==> config.mk <==
export PLATFORM = sky130hd
export DESIGN_NAME = apb3_master_bridge
export DESIGN_NICKNAME = d
export VERILOG_FILES = /design/src/rtl/apb3_pkg.sv /design/src/rtl/apb3_timeout_cnt.sv /design/src/rtl/apb3_master_bridge.sv
export SDC_FILE = /design/constraint.sdc
export NUM_CORES = 1
export LEC_CHECK = 0
export ABC_CLOCK_PERIOD_IN_PS = 1800
export CAP_MARGIN = 15
export CORE_ASPECT_RATIO = 1.2
export CORE_UTILIZATION = 45
export CTS_BUF_LIST = sky130_fd_sc_hd__clkbuf_4
export CTS_CLUSTER_SIZE = 12
export DETAILED_ROUTE_END_ITERATION = 10
export GPL_TIMING_DRIVEN = 1
export HOLD_SLACK_MARGIN = 0.03
export PLACE_DENSITY_LB_ADDON = 0.1
export RECOVER_POWER = 50
export REMOVE_ABC_BUFFERS = 1
export SKIP_CTS_REPAIR_TIMING = 1
export SLEW_MARGIN = 20
export SYNTH_ARGS = -nofsm -noshare
export SYNTH_HDL_FRONTEND = slang
export SYNTH_SLANG_ARGS = --single-unit
==> constraint.sdc <==
create_clock -name PCLK -period 1.8 [get_ports PCLK]
set_input_delay 0.27 -clock PCLK [delete_from_list [all_inputs] [get_ports PCLK]]
set_output_delay 0.27 -clock PCLK [all_outputs]
set_load 0.005 [all_outputs]
==> src/rtl/apb3_pkg.sv <==
// Shared APB3 definitions for the bridge, the slot read-mux and the address
// decoder.
//   - apb_state_e  : bridge FSM states (IDLE/SETUP/ACCESS/RESP)
//   - NUM_SLOTS    : number of APB slots (16)
//   - SLOT_IDX_W   : width of a slot index (4)
//   - slot_onehot  : slot index -> one-hot PSEL vector
package apb3_pkg;

    localparam int NUM_SLOTS  = 16;
    localparam int SLOT_IDX_W = 4;

    typedef enum logic [1:0] {
        IDLE   = 2'd0,
        SETUP  = 2'd1,
        ACCESS = 2'd2,
        RESP   = 2'd3
    } apb_state_e;

    function automatic logic [NUM_SLOTS-1:0] slot_onehot(input logic [SLOT_IDX_W-1:0] idx);
        logic [NUM_SLOTS-1:0] oh;
        oh      = '0;
        oh[idx] = 1'b1;
        return oh;
    endfunction

endpackage

==> src/rtl/apb3_timeout_cnt.sv <==
// ACCESS-phase wait-state counter for the APB3 bridge.
// Ports:
//   clk_i, rst_ni : clock, asynchronous active-low reset
//   clr_i         : restart the count at zero (has priority over en_i)
//   en_i          : count one wait state
//   tc_o          : the current count is the last permitted wait state
//                   (TIMEOUT-1); never asserted when TIMEOUT is 0
module apb3_timeout_cnt #(
    parameter int TIMEOUT  = 255,
    parameter int TO_WIDTH = 8
) (
    input  logic clk_i,
    input  logic rst_ni,
    input  logic clr_i,
    input  logic en_i,
    output logic tc_o
);

    // TIMEOUT=0 disables the flag, so the compare value is irrelevant then.
    localparam logic [TO_WIDTH-1:0] TC_VAL = (TIMEOUT == 0) ? '0 : TO_WIDTH'(TIMEOUT - 1);

    logic [TO_WIDTH-1:0] cnt_q;
    logic [TO_WIDTH-1:0] cnt_d;

    always_comb begin
        cnt_d = cnt_q;
        if (clr_i) begin
            cnt_d = '0;
        end else if (en_i) begin
            cnt_d = cnt_q + 1'b1;
        end
    end

    always_ff @(posedge clk_i or negedge rst_ni) begin
        if (!rst_ni) begin
            cnt_q <= '0;
        end else begin
            cnt_q <= cnt_d;
        end
    end

    // Compared before the increment: the flag marks the cycle in which the
    // TIMEOUT-th consecutive low-PREADY ACCESS cycle is being observed.
    assign tc_o = (TIMEOUT != 0) && (cnt_q == TC_VAL);

endmodule

==> src/rtl/apb3_master_bridge.sv <==
// APB3 master bridge: single-outstanding request/response port to APB3
// SETUP/ACCESS cycles on 16 one-hot slots, with slot-enable masking and an
// ACCESS-phase timeout. All outputs are registered.
// Ports:
//   PCLK, PRESETN                   : clock, asynchronous active-low reset
//   req_valid/req_ready             : request handshake (ready only in IDLE)
//   req_write/req_addr/req_wdata    : request direction, address, write data
//   resp_valid/resp_rdata/resp_err  : one-cycle response pulse and payload
//   PADDR/PWRITE/PWDATA/PSELS/PENABLE : APB request side
//   PRDATA/PREADY/PSLVERR           : muxed APB completion from the slots
module apb3_master_bridge
    import apb3_pkg::*;
#(
    parameter int                   ADDR_WIDTH = 32,
    parameter int                   SLOT_LSB   = 24,
    parameter logic [NUM_SLOTS-1:0] SLOT_EN    = 16'hFFFF,
    parameter int                   TIMEOUT    = 255,
    parameter int                   TO_WIDTH   = 8
) (
    input  logic                  PCLK,
    input  logic                  PRESETN,
    input  logic                  req_valid,
    output logic                  req_ready,
    input  logic                  req_write,
    input  logic [ADDR_WIDTH-1:0] req_addr,
    input  logic [31:0]           req_wdata,
    output logic                  resp_valid,
    output logic [31:0]           resp_rdata,
    output logic                  resp_err,
    output logic [ADDR_WIDTH-1:0] PADDR,
    output logic                  PWRITE,
    output logic [31:0]           PWDATA,
    output logic [NUM_SLOTS-1:0]  PSELS,
    output logic                  PENABLE,
    input  logic [31:0]           PRDATA,
    input  logic                  PREADY,
    input  logic                  PSLVERR
);

    apb_state_e state_q, state_d;

    logic                  req_ready_q, req_ready_d;
    logic                  resp_valid_q, resp_valid_d;
    logic [31:0]           resp_rdata_q, resp_rdata_d;
    logic                  resp_err_q, resp_err_d;
    logic [ADDR_WIDTH-1:0] paddr_q, paddr_d;
    logic                  pwrite_q, pwrite_d;
    logic [31:0]           pwdata_q, pwdata_d;
    logic [NUM_SLOTS-1:0]  psels_q, psels_d;
    logic                  penable_q, penable_d;

    logic [SLOT_IDX_W-1:0] req_slot;
    logic                  slot_present;
    logic                  accept;
    logic                  to_tc;

    assign req_slot     = req_addr[SLOT_LSB +: SLOT_IDX_W];
    assign slot_present = SLOT_EN[req_slot];
    assign accept       = req_valid && req_ready_q;

    apb3_timeout_cnt #(
        .TIMEOUT  (TIMEOUT),
        .TO_WIDTH (TO_WIDTH)
    ) u_timeout (
        .clk_i  (PCLK),
        .rst_ni (PRESETN),
        .clr_i  (state_q == SETUP),
        .en_i   ((state_q == ACCESS) && !PREADY),
        .tc_o   (to_tc)
    );

    // State register
    always_ff @(posedge PCLK or negedge PRESETN) begin
        if (!PRESETN) begin
            state_q <= IDLE;
        end else begin
            state_q <= state_d;
        end
    end

    // Next-state logic
    always_comb begin
        state_d = state_q;
        unique case (state_q)
            IDLE: begin
                if (accept) begin
                    state_d = slot_present ? SETUP : RESP;
                end
            end
            SETUP:  state_d = ACCESS;
            ACCESS: begin
                if (PREADY || to_tc) begin
                    state_d = RESP;
                end
            end
            RESP:    state_d = IDLE;
            default: state_d = IDLE;
        endcase
    end

    // Output next-values; response payload and APB request fields hold by default.
    always_comb begin
        req_ready_d  = (state_d == IDLE);
        resp_valid_d = 1'b0;
        resp_rdata_d = resp_rdata_q;
        resp_err_d   = resp_err_q;
        paddr_d      = paddr_q;
        pwrite_d     = pwrite_q;
        pwdata_d     = pwdata_q;
        psels_d      = psels_q;
        penable_d    = penable_q;
        unique case (state_q)
            IDLE: begin
                if (accept) begin
                    paddr_d  = req_addr;
                    pwrite_d = req_write;
                    pwdata_d = req_wdata;
                    if (slot_present) begin
                        psels_d = slot_onehot(req_slot);
                    end else begin
                        resp_valid_d = 1'b1;
                        resp_err_d   = 1'b1;
                        resp_rdata_d = '0;
                    end
                end
            end
            SETUP: begin
                penable_d = 1'b1;
            end
            ACCESS: begin
                // PREADY is checked first so a completion on the timeout
                // boundary is reported as a normal transfer.
                if (PREADY) begin
                    resp_valid_d = 1'b1;
                    resp_err_d   = PSLVERR;
                    resp_rdata_d = (!pwrite_q && !PSLVERR) ? PRDATA : '0;
                    psels_d      = '0;
                    penable_d    = 1'b0;
                end else if (to_tc) begin
                    resp_valid_d = 1'b1;
                    resp_err_d   = 1'b1;
                    resp_rdata_d = '0;
                    psels_d      = '0;
                    penable_d    = 1'b0;
                end
            end
            default: ;
        endcase
    end

    always_ff @(posedge PCLK or negedge PRESETN) begin
        if (!PRESETN) begin
            req_ready_q  <= 1'b0;
            resp_valid_q <= 1'b0;
            resp_rdata_q <= '0;
            resp_err_q   <= 1'b0;
            paddr_q      <= '0;
            pwrite_q     <= 1'b0;
            pwdata_q     <= '0;
            psels_q      <= '0;
            penable_q    <= 1'b0;
        end else begin
            req_ready_q  <= req_ready_d;
            resp_valid_q <= resp_valid_d;
            resp_rdata_q <= resp_rdata_d;
            resp_err_q   <= resp_err_d;
            paddr_q      <= paddr_d;
            pwrite_q     <= pwrite_d;
            pwdata_q     <= pwdata_d;
            psels_q      <= psels_d;
            penable_q    <= penable_d;
        end
    end

    assign req_ready  = req_ready_q;
    assign resp_valid = resp_valid_q;
    assign resp_rdata = resp_rdata_q;
    assign resp_err   = resp_err_q;
    assign PADDR      = paddr_q;
    assign PWRITE     = pwrite_q;
    assign PWDATA     = pwdata_q;
    assign PSELS      = psels_q;
    assign PENABLE    = penable_q;

endmodule

* Word-level counts from Yosys, hierarchy flattened
Memory sizes are Yosys's and may differ from the RTL's. Index checks and enable logic that the tools add are counted.
Operators by class: add/subtract/negate cells 1, order comparisons 2, equality and inequality tests 8, muxes and demuxes 33, reduce and logical (&&, ||, !) cells 17
Operator list (number):
- 32-bit 2-to-1 mux | 5
- 16-bit 2-to-1 mux | 4
- 32-bit one-hot mux with 2 select lines | 1
- 16-bit one-hot mux with 2 select lines | 1
- 8-bit 2-to-1 mux | 2
- 1-bit 2-to-1 mux | 12
- 8-bit by 1-bit adder with 8-bit output (second input constant) | 1
- 8-bit == test (second input constant) | 1
- 2-bit one-hot mux with 4 select lines | 1
- 4-bit AND reduction | 2
- 2-bit 2-to-1 mux | 3
- 2-bit inequality test (second input constant) | 3
- 1-bit one-hot mux with 2 select lines | 3
- 2-bit nonzero test | 3
- 4-bit by 5-bit < comparator with 1-bit output (second input constant) | 1
- 1-bit demux with 4-bit select | 1
- 2-bit == test (second input constant) | 2
- 4-bit by 1-bit >= comparator with 1-bit output (second input constant) | 1
- 1-bit logical AND | 4
- 2-bit zero test | 2
- 2-bit AND reduction | 2
- 1-bit zero test | 3
- 3-bit inequality test (second input constant) | 1
- 2-bit by 1-bit == test with 1-bit output (second input constant) | 1
- 1-bit logical OR | 1
Word-level totals: flip-flop bits (word level) 127, bits in read-only memories 16, output and inout port bits 117, logic and storage cells 73, memories kept 1
Memories:
- (name not given) | words 16, width 1, rd ports 1, clocked after memory_dff 0, wr ports 0, RTL line apb3_master_bridge.sv:58 | assign slot_present = SLOT_EN[req_slot];

* Depth between registers and ports, before layout
word-level depth 7, gate-level depth with buffers 8, depth with buffers taken out 5

* Cells and area by module
From an unflattened synthesis, not the netlist that was laid out.
Second synthesis, totals: cells, all modules 327, area total of the unflattened synthesis 4880.9 um^2
Modules (own cells, without submodules):
- apb3_master_bridge | instances 1, cells an instance 286, area each 4470.5 um^2
- apb3_timeout_cnt | instances 1, cells an instance 41, area each 410.4 um^2

* Least setup slack after synthesis
OpenSTA, ideal clock, no wires.
path type register -> register, start register state_q[0], end register psels_q[13], in the netlist PSELS[13], library setup time 0.130 ns, data arrival time 1.497 ns, path slack 0.172 ns, cell stages (with the launch flop) 9, buffers on the path 3, period minus slack after synthesis 1.628 ns, cells stage by stage dfrtp_1 -> inv_1 -> ha_1 -> buf_2 -> and3_1 -> buf_2 -> buf_2 -> o2111ai_1 -> nand3_1
On the way: cells in the longest elaborated chain, start to end 3
RTL lines:
- start, declared | RTL line apb3_master_bridge.sv:40 | apb_state_e state_q, state_d;
- start signal, assigned | RTL line apb3_master_bridge.sv:77 | state_q <= state_d;
- 2-bit == test or 2-bit zero test (tied branches) | RTL line apb3_master_bridge.sv:112 | unique case (state_q)
- 3-bit inequality test (no source line) (tied with other cells)
- 4-bit AND reduction (no source line)
- end signal, assigned | RTL line apb3_master_bridge.sv:170 | psels_q <= psels_d;
- end, declared | RTL line apb3_master_bridge.sv:49 | logic [NUM_SLOTS-1:0] psels_q, psels_d;
Parallel ways exist; a longest one is shown, timed or not. A chain may end at the register's enable or synchronous reset.

* Worst setup path in the final report
start register psels_q[14], in the netlist PSELS[14], end output PSELS[14]
RTL lines:
- end, declared | RTL line apb3_master_bridge.sv:33 | output logic [NUM_SLOTS-1:0] PSELS,
No word-level cell between the ends.

==> out/results.tsv <==
stage	metric	value	unit
status	run status	completed	
critical_path	Critical Path RT	1530	ps
clock_network	CTS tree	done	
routing	number of design-rule violations left by the first detailed-router iteration	380	
placed_design	HPWL after DPL	10590	um
logic_synthesis	sequential cell area fraction in the yosys report	57.65	%
finish	share of cells above drive strength 1	8.544	%
finish	Final Non-Filler Cells	989	
critical_path	slowest CP cell	sky130_fd_sc_hd__clkdlybuf4s50_1	
flow_run	max-cap violations	0	
power_and_ir_drop	LEAKAGE	3.914	nW
critical_path	Setup Crit Path Kind	reg2out	
clock_network	clock tree root driver cell	sky130_fd_sc_hd__clkbuf_4	
routing	Antenna Nets Post-Route	0	
power_and_ir_drop	fraction of power consumed by sequential logic	37.9	%
power_and_ir_drop	Power Dens Cells	1539	nW/um^2
global_route	initial antenna violation count	1	
timing	transition time of the tightest slew-check pin	980.3	ps
power_and_ir_drop	worst voltage drop across the vdd grid	0.7632	mV
placed_design	final weighted congestion in routability-driven placement	0.7894	
routing	total iterations of the first detailed-routing run	5	
placed_design	worst slack at placement	27.68	ps
critical_path	Buf+Inv Stages, Crit Path	1	
clock_network	clock slew at the register clock pins of the worst setup and hold paths	110	ps
logic_synthesis	primary flip-flop cell chosen by synthesis mapping	sky130_fd_sc_hd__dfrtp_1	
critical_path	endpoint of the lowest-slack register-to-register path	resp_rdata[9]	
critical_path	setup slack of the worst register-to-register path	130	ps
finish	layout overhead on the synthesized area	52.07	%
critical_path	type of origin of the critical path	flop	
clock_network	number of buffers between clock root and the deepest sink	2	
timing	worst rel slew slack	34.65	%
floorplan	Starting Density	47.00	%
logic_synthesis	share of async-settable or async-resettable flops after synthesis	100.0	%
logic_synthesis	Avg Inst Size Synth	9.375	um^2
placed_design	number of placed instances, taps included	944	
global_route	via count of the first global-routing pass	4951	
critical_path	Crit. End Element	output pin	
routing	number of vias per cell after detailed routing	5.139	
floorplan	die height	123.2	um
power_and_ir_drop	Switching Share	34.24	%
clock_network	insertion delay of the later-clocked pin in the worst-skew pair	530	ps
clock_network	Inserted Clock Buffers	17	
logic_synthesis	Ys Warns	0	
routing	total wire length	15840	um
power_and_ir_drop	reported net switching power	0.004418	W
finish	most frequent cells in the layout	sky130_fd_sc_hd__clkdlybuf4s50_1, sky130_fd_sc_hd__nand2_1, sky130_fd_sc_hd__dfrtp_1	
logic_synthesis	Unique masters post-synth	39	
logic_synthesis	Post-Synthesis Cell Area	5513	um^2
logic_synthesis	Synth Register Bits	127	
logic_synthesis	Post-synth EDFFs	0	
hold_path	Hold Crit Class	in2async	
global_route	global-route wire length before repair	24470	um
global_route	Total GRT Usage	25.44	%
global_route	GR Overflow Total	0	
routing	DRC violations left	0	
critical_path	list of cells traversed by the critical path	clkdlybuf4s50_1	
clock_network	CTS sink cnt	127	
power_and_ir_drop	P_int	0.008483	W
floorplan	area of the die	12700	um^2
critical_path	start of the worst register-to-register path	u_timeout.cnt_q[1]	
timing	shortest clock period the worst path allows after layout	1723	ps
critical_path	data arrival time of the worst path	1450	ps
timing	skew final	17.01	ps
finish	Final Util	71.47	%
power_and_ir_drop	part of the power in combinational logic	45.7	%
power_and_ir_drop	share of power burned in the clock network	16.5	%
timing	count of final hold-check violations	0	
floorplan	Floorplan Core Area	11730	um^2
timing	period utilisation layout	95.73	%
power_and_ir_drop	Pwr Total	0.01290	W
logic_synthesis	gate count of the mapped netlist	588	
routing	detailed-route wire length per cell	16.02	um
global_route	largest net degree at the start of global routing	81	
critical_path	cell family contributing the most delay on the critical path	buffers and inverters	
finish	most common cell after layout, fill and taps aside	sky130_fd_sc_hd__clkdlybuf4s50_1	
critical_path	R2R depth	4	
floorplan	chip width	103.0	um
clock_network	H-Tree Level Count	4	
routing	detailed-route via count	5082	
floorplan	Placement Rows	43	
critical_path	highest cell delay on the worst timing path	520	ps
critical_path	largest fanout on the critical path	3	
timing	upper clock frequency limit	0.5803	GHz
timing	final setup violation count	0	
finish	total number of nets in the final design	925	
timing	smallest setup slack after layout	76.84	ps
timing	Pins Over Slew Limit	0	
floorplan	ports placed on the boundary	219	
placed_design	Port Buf Inserts	218	
## flip-flops by register name (all words and copies together), names as in the netlist
name / flops
PWDATA: 32
req_ready: 1
resp_err: 1
PENABLE: 1
PADDR: 32
PWRITE: 1
PSELS: 16
state_q: 2
resp_rdata: 32
u_timeout.cnt_q: 8
resp_valid: 1
## cell type report
type / count / area (um^2)
Multi-Input combinational cell: 381 / 2059
Inverter: 40 / 150.1
Fill cell: 937 / 3346
Clock inverter: 15 / 175.2
Tap cell: 157 / 196.4
Timing Repair Buffer: 251 / 2494
Antenna cell: 1 / 2.502
Clock buffer: 17 / 127.6
Sequential cell: 127 / 3178
## power groups by stage
| stage | sequential [W] | combinational, W | clock, W |
|---|---|---|---|
| after floorplan | 0.00495 | 0.00206 | 0 |
| after CTS | 0.00491 | 0.00581 | 0.00218 |
| final | 0.00489 | 0.00589 | 0.00212 |
| after detailed placement | 0.00495 | 0.00578 | 0 |
| after global placement | 0.00487 | 0.00564 | 0 |
| after global routing | 0.00504 | 0.00653 | 0.00231 |
## cell families after synthesis
family	after synthesis	share of synthesized area [%]
DFF	127	57.65
adders and majority gates	5	1.135
muxes	1	0.1816
xor gates and xnor gates	2	0.3178
buffers and inverters	81	6.219
AOI/OAI and AO/OA	114	14.55
and+or+nand+nor	258	19.95
## worst max path at each step
stage | startpoint | endpoint | slack [ps] | cells after the start
finish | PSELS[14] | PSELS[14] | 80 | 1
detailed placement | state_q[0] | resp_rdata[11] | 30 | 7
floorplan | state_q[0] | resp_rdata[16] | -1930 | 5
global route | resp_rdata[19] | resp_rdata[19] | -10 | 1
global placement | u_timeout.cnt_q[1] | resp_rdata[2] | 90 | 5
CTS | req_ready | req_ready | -5 | 1
## cell usage after synthesis, types with 2 or more instances
cell / count / area (um^2)
sky130_fd_sc_hd__nor2_1: 6 / 22.52
sky130_fd_sc_hd__nor3b_1: 2 / 15.01
sky130_fd_sc_hd__buf_4: 4 / 30.03
sky130_fd_sc_hd__nand2_1: 196 / 735.7
sky130_fd_sc_hd__o21ai_1: 4 / 20.02
sky130_fd_sc_hd__buf_2: 19 / 95.09
sky130_fd_sc_hd__or3_2: 2 / 15.01
sky130_fd_sc_hd__nand3_1: 34 / 170.2
sky130_fd_sc_hd__ha_1: 5 / 62.56
sky130_fd_sc_hd__inv_1: 40 / 150.1
sky130_fd_sc_hd__xnor2_1: 2 / 17.52
sky130_fd_sc_hd__o22ai_1: 2 / 12.51
sky130_fd_sc_hd__or3_1: 3 / 18.77
sky130_fd_sc_hd__nor2b_1: 4 / 25.02
sky130_fd_sc_hd__o21ai_0: 33 / 165.2
sky130_fd_sc_hd__a32oi_1: 32 / 280.3
sky130_fd_sc_hd__dfrtp_1: 127 / 3178
sky130_fd_sc_hd__o2111ai_1: 4 / 35.03
sky130_fd_sc_hd__clkbuf_1: 17 / 63.81
sky130_fd_sc_hd__a21oi_1: 6 / 30.03
sky130_fd_sc_hd__o211ai_1: 28 / 210.2
## per-layer routing
| layer | up-vias | routed length (um) | track usage [%] | share of wire, % |
|---|---|---|---|---|
| li1 | 2449 | - | - | - |
| met2 | 217 | 7800 | 41.00 | 49 |
| met1 | 2386 | 5940 | 29.25 | 37 |
| met5 | - | 0 | 0 | 0 |
| met3 | 30 | 1660 | 11.19 | 10 |
| met4 | 0 | 442 | 11.00 | 2.8 |
## per-stage QoR
step	hold WS (ps)	TNS, ps	area (um^2)
global placement	75.28	0	7985
floorplan	-25.59	-132970	5320
global route	29.22	-25.99	8383
finish	52.08	0	8383
CTS	-525.2	-5.030	8288
detailed placement	75.19	0	7985
No activity file was read; power rests on OpenSTA's default activity.
